`src/rtl/sim_uart_in_responder.sv`:
```
// -----------------------------------------------------------------------------
// sim_uart_in_responder
//
// Simulation-side responder for the SimTop UART input interface. The host
// pushes characters into a small FIFO. Each read request from the DUT
// (uart_in_valid) takes one character. When no character is on offer, the
// read returns EMPTY_CH. An optional idle gap after each served character
// models line pacing.
//
// Optional feature macro: UART_IN_STATS_EN
//   When defined, this adds the served_cnt, empty_cnt and gap_cnt statistics
//   ports. Each one is a saturating 32-bit counter.
//
// Parameters
//   DEPTH       FIFO entries. Must be a power of 2 and at least 2.
//   GAP_CYCLES  Idle cycles after each served char. 0 means no gap.
//   EMPTY_CH    Value offered when no char is available.
//
// Ports
//   clock          in   single clock; all state changes on posedge
//   reset          in   asynchronous, active-high
//   host_valid     in   host push request
//   host_ch        in   char to push
//   host_ready     out  FIFO not full (taken from the registered count only)
//   uart_in_valid  in   DUT read request; one read per asserted cycle
//   uart_in_ch     out  char offered to the DUT (registered state only)
//   fifo_count     out  number of entries held
//   served_cnt     out  [UART_IN_STATS_EN] reads that popped a char
//   empty_cnt      out  [UART_IN_STATS_EN] reads answered with EMPTY_CH
//   gap_cnt        out  [UART_IN_STATS_EN] subset of empty_cnt seen in GAP
// -----------------------------------------------------------------------------
module sim_uart_in_responder #(
  parameter int          DEPTH      = 16,
  parameter int          GAP_CYCLES = 0,
  parameter logic [7:0]  EMPTY_CH   = 8'hff
) (
  input  logic                     clock,
  input  logic                     reset,
  input  logic                     host_valid,
  input  logic [7:0]               host_ch,
  output logic                     host_ready,
  input  logic                     uart_in_valid,
  output logic [7:0]               uart_in_ch,
  output logic [$clog2(DEPTH):0]   fifo_count
`ifdef UART_IN_STATS_EN
  ,
  output logic [31:0]              served_cnt,
  output logic [31:0]              empty_cnt,
  output logic [31:0]              gap_cnt
`endif
);

  localparam int AW = $clog2(DEPTH);
  localparam int CW = AW + 1;
  localparam int TW = (GAP_CYCLES > 1) ? $clog2(GAP_CYCLES) : 1;

  localparam logic [CW-1:0] DEPTH_C  = CW'(DEPTH);
  // This value is only loaded when GAP_CYCLES > 0. The 0 case is never used.
  localparam logic [TW-1:0] GAP_LOAD = (GAP_CYCLES > 0) ? TW'(GAP_CYCLES - 1) : '0;

  typedef enum logic [1:0] {
    S_EMPTY,
    S_READY,
    S_GAP
  } state_t;

  state_t          state_q, state_d;
  logic [TW-1:0]   timer_q, timer_d;
  logic [AW-1:0]   rd_ptr, wr_ptr;
  logic [CW-1:0]   count_q, count_next;
  logic [7:0]      mem [DEPTH];
  logic            push, pop;

  // ---------------------------------------------------------------------------
  // Handshakes
  // ---------------------------------------------------------------------------
  assign host_ready = (count_q < DEPTH_C);
  assign push       = host_valid && host_ready;
  // A pop only happens while a char is offered. Reads in EMPTY or GAP do not
  // change any pointer.
  assign pop        = uart_in_valid && (state_q == S_READY);

  assign fifo_count = count_q;
  assign uart_in_ch = (state_q == S_READY) ? mem[rd_ptr] : EMPTY_CH;

  always_comb begin
    count_next = count_q;
    case ({push, pop})
      2'b10:   count_next = count_q + 1'b1;
      2'b01:   count_next = count_q - 1'b1;
      default: count_next = count_q;
    endcase
  end

  // ---------------------------------------------------------------------------
  // Storage
  // ---------------------------------------------------------------------------
  // NOTE: the storage array has no reset. Its contents are not read until the
  // pointers and the count say so, so a reset there would only cost area.
  always_ff @(posedge clock) begin
    if (push) begin
      mem[wr_ptr] <= host_ch;
    end
  end

  // NOTE: sequential state uses non-blocking assignments only. All registers
  // then update together at the edge, and the order of the blocks does not
  // matter.
  always_ff @(posedge clock or posedge reset) begin
    if (reset) begin
      rd_ptr  <= '0;
      wr_ptr  <= '0;
      count_q <= '0;
    end else begin
      if (push) wr_ptr <= wr_ptr + 1'b1;
      if (pop)  rd_ptr <= rd_ptr + 1'b1;
      count_q <= count_next;
    end
  end

  // ---------------------------------------------------------------------------
  // Offer FSM
  // The next state looks at count_next rather than count_q. A char pushed in
  // one cycle is therefore already offered in the following cycle.
  // ---------------------------------------------------------------------------
  always_ff @(posedge clock or posedge reset) begin
    if (reset) begin
      state_q <= S_EMPTY;
      timer_q <= '0;
    end else begin
      state_q <= state_d;
      timer_q <= timer_d;
    end
  end

  // NOTE: every output of this block gets a default first. A path that
  // leaves a signal unassigned would otherwise infer a latch.
  always_comb begin
    state_d = state_q;
    timer_d = timer_q;
    case (state_q)
      S_EMPTY: begin
        if (count_next != '0) state_d = S_READY;
      end
      S_READY: begin
        if (pop) begin
          if (GAP_CYCLES > 0) begin
            state_d = S_GAP;
            timer_d = GAP_LOAD;
          end else if (count_next == '0) begin
            state_d = S_EMPTY;
          end
        end
      end
      S_GAP: begin
        if (timer_q == '0) begin
          state_d = (count_next != '0) ? S_READY : S_EMPTY;
        end else begin
          timer_d = timer_q - 1'b1;
        end
      end
      default: begin
        state_d = S_EMPTY;
        timer_d = '0;
      end
    endcase
  end

`ifdef UART_IN_STATS_EN
  // ---------------------------------------------------------------------------
  // Read statistics. These are saturating counters. gap_cnt is a subset of
  // empty_cnt.
  // ---------------------------------------------------------------------------
  logic empty_read, gap_read;

  assign empty_read = uart_in_valid && (state_q != S_READY);
  assign gap_read   = uart_in_valid && (state_q == S_GAP);

  always_ff @(posedge clock or posedge reset) begin
    if (reset) begin
      served_cnt <= '0;
      empty_cnt  <= '0;
      gap_cnt    <= '0;
    end else begin
      if (pop && (served_cnt != '1))       served_cnt <= served_cnt + 1'b1;
      if (empty_read && (empty_cnt != '1)) empty_cnt  <= empty_cnt + 1'b1;
      if (gap_read && (gap_cnt != '1))     gap_cnt    <= gap_cnt + 1'b1;
    end
  end
`endif

endmodule
```
`config.mk`:
```
export PLATFORM = sky130hd
export DESIGN_NAME = sim_uart_in_responder
export DESIGN_NICKNAME = d
export VERILOG_FILES = /design/src/rtl/sim_uart_in_responder.sv
export SDC_FILE = /design/constraint.sdc
export NUM_CORES = 1
export LEC_CHECK = 0
export CAP_MARGIN = 10
export CORE_MARGIN = 2
export CORE_UTILIZATION = 35
export CTS_BUF_LIST = sky130_fd_sc_hd__clkbuf_4 sky130_fd_sc_hd__clkbuf_8
export CTS_CLUSTER_DIAMETER = 30
export DETAILED_ROUTE_END_ITERATION = 12
export SLEW_MARGIN = 20
export SYNTH_ARGS = -nofsm -noshare
export SYNTH_HDL_FRONTEND = slang
export SYNTH_SLANG_ARGS = --single-unit
```
`constraint.sdc`:
```
create_clock -name clock -period 3.98 [get_ports clock]
set_clock_uncertainty 0.1 [all_clocks]
set_input_delay 0.398 -clock clock [delete_from_list [all_inputs] [get_ports clock]]
set_output_delay 0.398 -clock clock [all_outputs]
set_load 0.01 [all_outputs]
```
After elaboration in Yosys (flattened, before gate mapping). Memories as Yosys holds them, arrays and structs flattened. Index checks and enable logic that the tools add are counted.

Flip-flop bits (word level): 16. Bits in writable memories: 128. Input bits: 12. Memories kept: 1.

Memories: mem (depth 16, width 8, read ports 1, clocked after Yosys merged registers in 0, wr ports 1, line 71) `logic [7:0] mem [DEPTH];`.

Add/sub/neg operators: 5. Order comparisons: 1. Eq/ne operators: 8. Multiplexer cells: 12. Reduce and logical (&&, ||, !) cells: 7.

Operators by type and width (number): $pmux 5 s2 (1); $add 4x1->4 const B (2); $mux 2 (4); $mux 8 (1); $ne 2x2->1 const B (3); $pmux 2 s3 (1); $add 5x1->5 const B (1); $logic_not 5->1 (1); $lt 5x5->1 const B (1); $reduce_bool 5->1 (1); $sub 5x1->5 const B (1); $eq 2x1->1 const B (2); $eq 2x2->1 const B (2); $mux 1 (4); $reduce_and 4->1 (1); $logic_and 1x1->1 (2); $logic_not 2->1 (1); $ne 2x1->1 const B (1); $pmux 1 s2 (1); $reduce_or 2->1 (1); $sub 1x1->1 const B (1).

Depth between registers and ports, before layout.
Depth after elaboration: 8. Mapped depth: 10. Gate-level depth less buffers: 9.

Worst setup path before layout. Ideal clock, no wire load.

Path type: reg2out. From: register rd_ptr[0]. To: output uart_in_ch[0]. Data arrival time: 1807 ps. Required time: 3482 ps. Path slack: 1675 ps. Cell stages (with the launch flop): 7. Cells stage by stage: dfrtp_1 > buf_2 > buf_2 > mux4_2 > mux2_2 > o21ai_1 > nand2_1.

Word-level cells in the longest chain between the ends: 2.

RTL lines: start: declaration (line 69) `logic [AW-1:0] rd_ptr, wr_ptr;`; start signal: assignment (line 116) `if (pop) rd_ptr <= rd_ptr + 1'b1;`; $mem_v2 16x8; $mux 8 (line 84) `assign uart_in_ch = (state_q == S_READY) ? mem[rd_ptr] : EMPTY_CH;`; end: declaration (line 43) `output logic [7:0] uart_in_ch,`.

No other way between the ends.

Worst setup path in the final report.
From: register rd_ptr[0]. To: output uart_in_ch[4].

The elaborated chain is that of the path after synthesis.

==> flow_summary.json <==
{
  "synth_common_cells": "edfxtp_1, mux4_2, nand2_1",
  "clock_latency_ns": 0.43,
  "clkSinkCount": 142,
  "n_antenna_cell": 0,
  "vias": 2810,
  "stdcell_count": 578,
  "dp_slack_ns": 0.8633,
  "pwr-share-comb_pct": 32.6,
  "wl_per_cell_um": 18.49,
  "seq_area_frac_synth_pct": 72.41,
  "grt_start_max_net_pins": 22,
  "critical_path_class": "register to primary output",
  "cpPeakStageDelay_ns": 0.74,
  "post_cts_buffers": 0,
  "slew_viol_final": 0,
  "pin_count": 26,
  "syn_nets": 329,
  "internal_power_mw": 3.117,
  "drt-total-wl_um": 10690,
  "post-route-min-period_ns": 3.508,
  "ys_ff_latch": 142,
  "synth_area_per_cell_um2": 18.68,
  "placedInstanceArea_um2": 6305,
  "grt_pass1_wl_um": 16890,
  "ant_nets": 0,
  "die_area_um2": 17590,
  "timing.hold.ws_ns": 0.2082,
  "port_buffers": 25,
  "path_cells": "buf_12 -> mux4_2 -> mux2_2 -> o21ai_1 -> nand2_1 -> clkdlybuf4s50_1",
  "synth_top_area_cell": "edfxtp_1",
  "p_clk_share_pct": 23.2,
  "worst-endpoint-required_ns": 3.48,
  "overflow": 0,
  "p_total_mw": 4.589,
  "dp_hpwl_um": 6809,
  "synth.area.top_cells": "edfxtp_1, mux4_2, dfrtp_1",
  "gp_congestion": 0.7282,
  "synthFlopType": "edfxtp_1",
  "cts-root-buf": "clkbuf_8",
  "crit_buf_inv": 2,
  "maxCapViolations": 0,
  "clkSlewWorstSetupHoldPaths_ns": 0.08,
  "max_freq_mhz": 285.1,
  "drt_iter0_drc": 231,
  "antenna_found_initial": 0,
  "synthArstFlopShare_pct": 9.859,
  "start_util_pct": 35.30,
  "first_global_vias": 2920,
  "synthCells": 310,
  "cts_buffers": 17,
  "p_switching_mw": 1.473,
  "finalSetupTns_ns": 0,
  "cts.path.max_buffers": 2,
  "hold_violations": 0,
  "yosys_warnings": 0,
  "peakVddDrop_uv": 262.2,
  "fin_util_pct": 40.69,
  "h-tree-depth": 4,
  "fin_nets": 364,
  "syn2layout_area_growth_pct": 15.27,
  "via_per_inst": 4.862,
  "max_slew_margin_pct": 36.31,
  "synth_most_common_cell": "edfxtp_1",
  "rows": 47,
  "p_leak_nw": 2.196,
  "coreArea_um2": 16410,
  "netlist.area_leader.share_pct": 66.36,
  "switching_share_pct": 32.09,
  "grtUsageTotal_pct": 13.14,
  "cts_resized": 0,
  "rsz0062_at_grt": "false",
  "cts_tree": "done",
  "yosys.cell_types.count": 34,
  "cp-end-kind": "primary output",
  "crit_slowest_cell": "dfrtp_2",
  "dp.cells": 546,
  "die_h_um": 132.6,
  "fin_ws_ns": 0.4722,
  "min_path_type": "primary input to async pin",
  "synth-edff-count": 128,
  "status": "complete, no violations",
  "arrival_ns": 3.01,
  "postLayoutCellArea_um2": 6676,
  "startpoint_type": "register",
  "holdBufCountCts": 0,
  "mappedNetlistArea_um2": 5792,
  "layout-drive-gt1-share_pct": 24.02,
  "die_x_um": 132.6,
  "drt_first_pass_iters": 4,
  "period_share_pct": 88.14,
  "p_per_area_nw_per_um2": 687.4,
  "setup_viol": 0,
  "seqPwrFrac_pct": 44.2,
  "path_max_fanout": 21,
  "tightest_slew_ns": 0.9518,
  "critPathTopFamily": "multiplexers",
  "drc": 0
}
-- final timing paths --
kind / start / to / slack, ns / cells after the start
setup reg to reg: state_q[0]$_DFFE_PP0P_ / state_q[0]$_DFFE_PP0P_ / 1.33 / 8
hold reg to reg: fifo_count[3]$_DFF_PP0_ / fifo_count[3]$_DFF_PP0_ / 0.47 / 1
max in group asynchronous: reset / rd_ptr[0]$_DFFE_PP0P_ / 3.18 / 2
min in group clock: fifo_count[3]$_DFF_PP0_ / fifo_count[3]$_DFF_PP0_ / 0.47 / 1
setup / recovery: rd_ptr[0]$_DFFE_PP0P_ / uart_in_ch[4] / 0.47 / 6
hold / removal: reset / fifo_count[0]$_DFF_PP0_ / 0.21 / 2
-- power groups by stage --
stage	Sequential, mW	Combinational, mW	Clock (mW)
CTS	2.04	1.52	1.09
global route	2.06	1.62	1.15
detailed placement	2.07	1.52	0
global placement	2.06	1.50	0
finish	2.03	1.50	1.06
floorplan	1.89	1.13	0
-- final cells by class --
type / instances / area, µm²
fillers: 1460 / 9731
clock buffers: 17 / 234.0
inverters: 8 / 30.03
repair buffers: 32 / 315.3
well taps: 220 / 275.3
flip-flops and latches: 142 / 4195
clock inverters: 15 / 137.6
multi-input cells: 144 / 1489
-- routing by layer --
layer / track usage, % / up-vias / share of wire, %
li1: - / 1282 / -
met3: 3.678 / 4 / 4.1
met4: 4.839 / 0 / 0.89
met2: 20.73 / 72 / 50
met5: 0 / - / 0
met1: 17.51 / 1452 / 45
-- registers in the layout, indices dropped and copies added (netlist names) --
name,flops
wr_ptr,4
fifo_count,5
state_q,1
mem,128
rd_ptr,4
-- logic make-up (layout without fill, tap and decap cells) --
kind of cell	count (synthesis)	count (layout)	synth area share (%)
DFF	142	142	72.41
and+or+nand+nor	58	58	4.774
muxes	51	51	15.94
buffers and inverters	24	72	1.880
AOI/OAI and AO/OA	16	16	1.663
xor gates and xnor gates	12	12	1.815
adders and majority gates	7	7	1.512
-- placed cells by master (no fill, tap or decap), types with 2 or more instances in the layout --
cell	instances
a21oi_1	2
buf_4	6
clkbuf_8	17
clkdlybuf4s50_1	25
clkinv_1	2
clkinv_2	3
clkinv_4	5
dfrtp_1	13
edfxtp_1	128
ha_1	7
inv_1	7
inv_6	3
mux2_2	10
mux2i_1	9
mux4_2	32
nand2_1	25
nand2b_1	2
nand4_1	3
nor2_1	14
nor3_1	6
o21ai_0	3
o21ai_1	8
xnor2_1	10
xor2_1	2
Note: power is estimated with default switching activity, not from simulation.
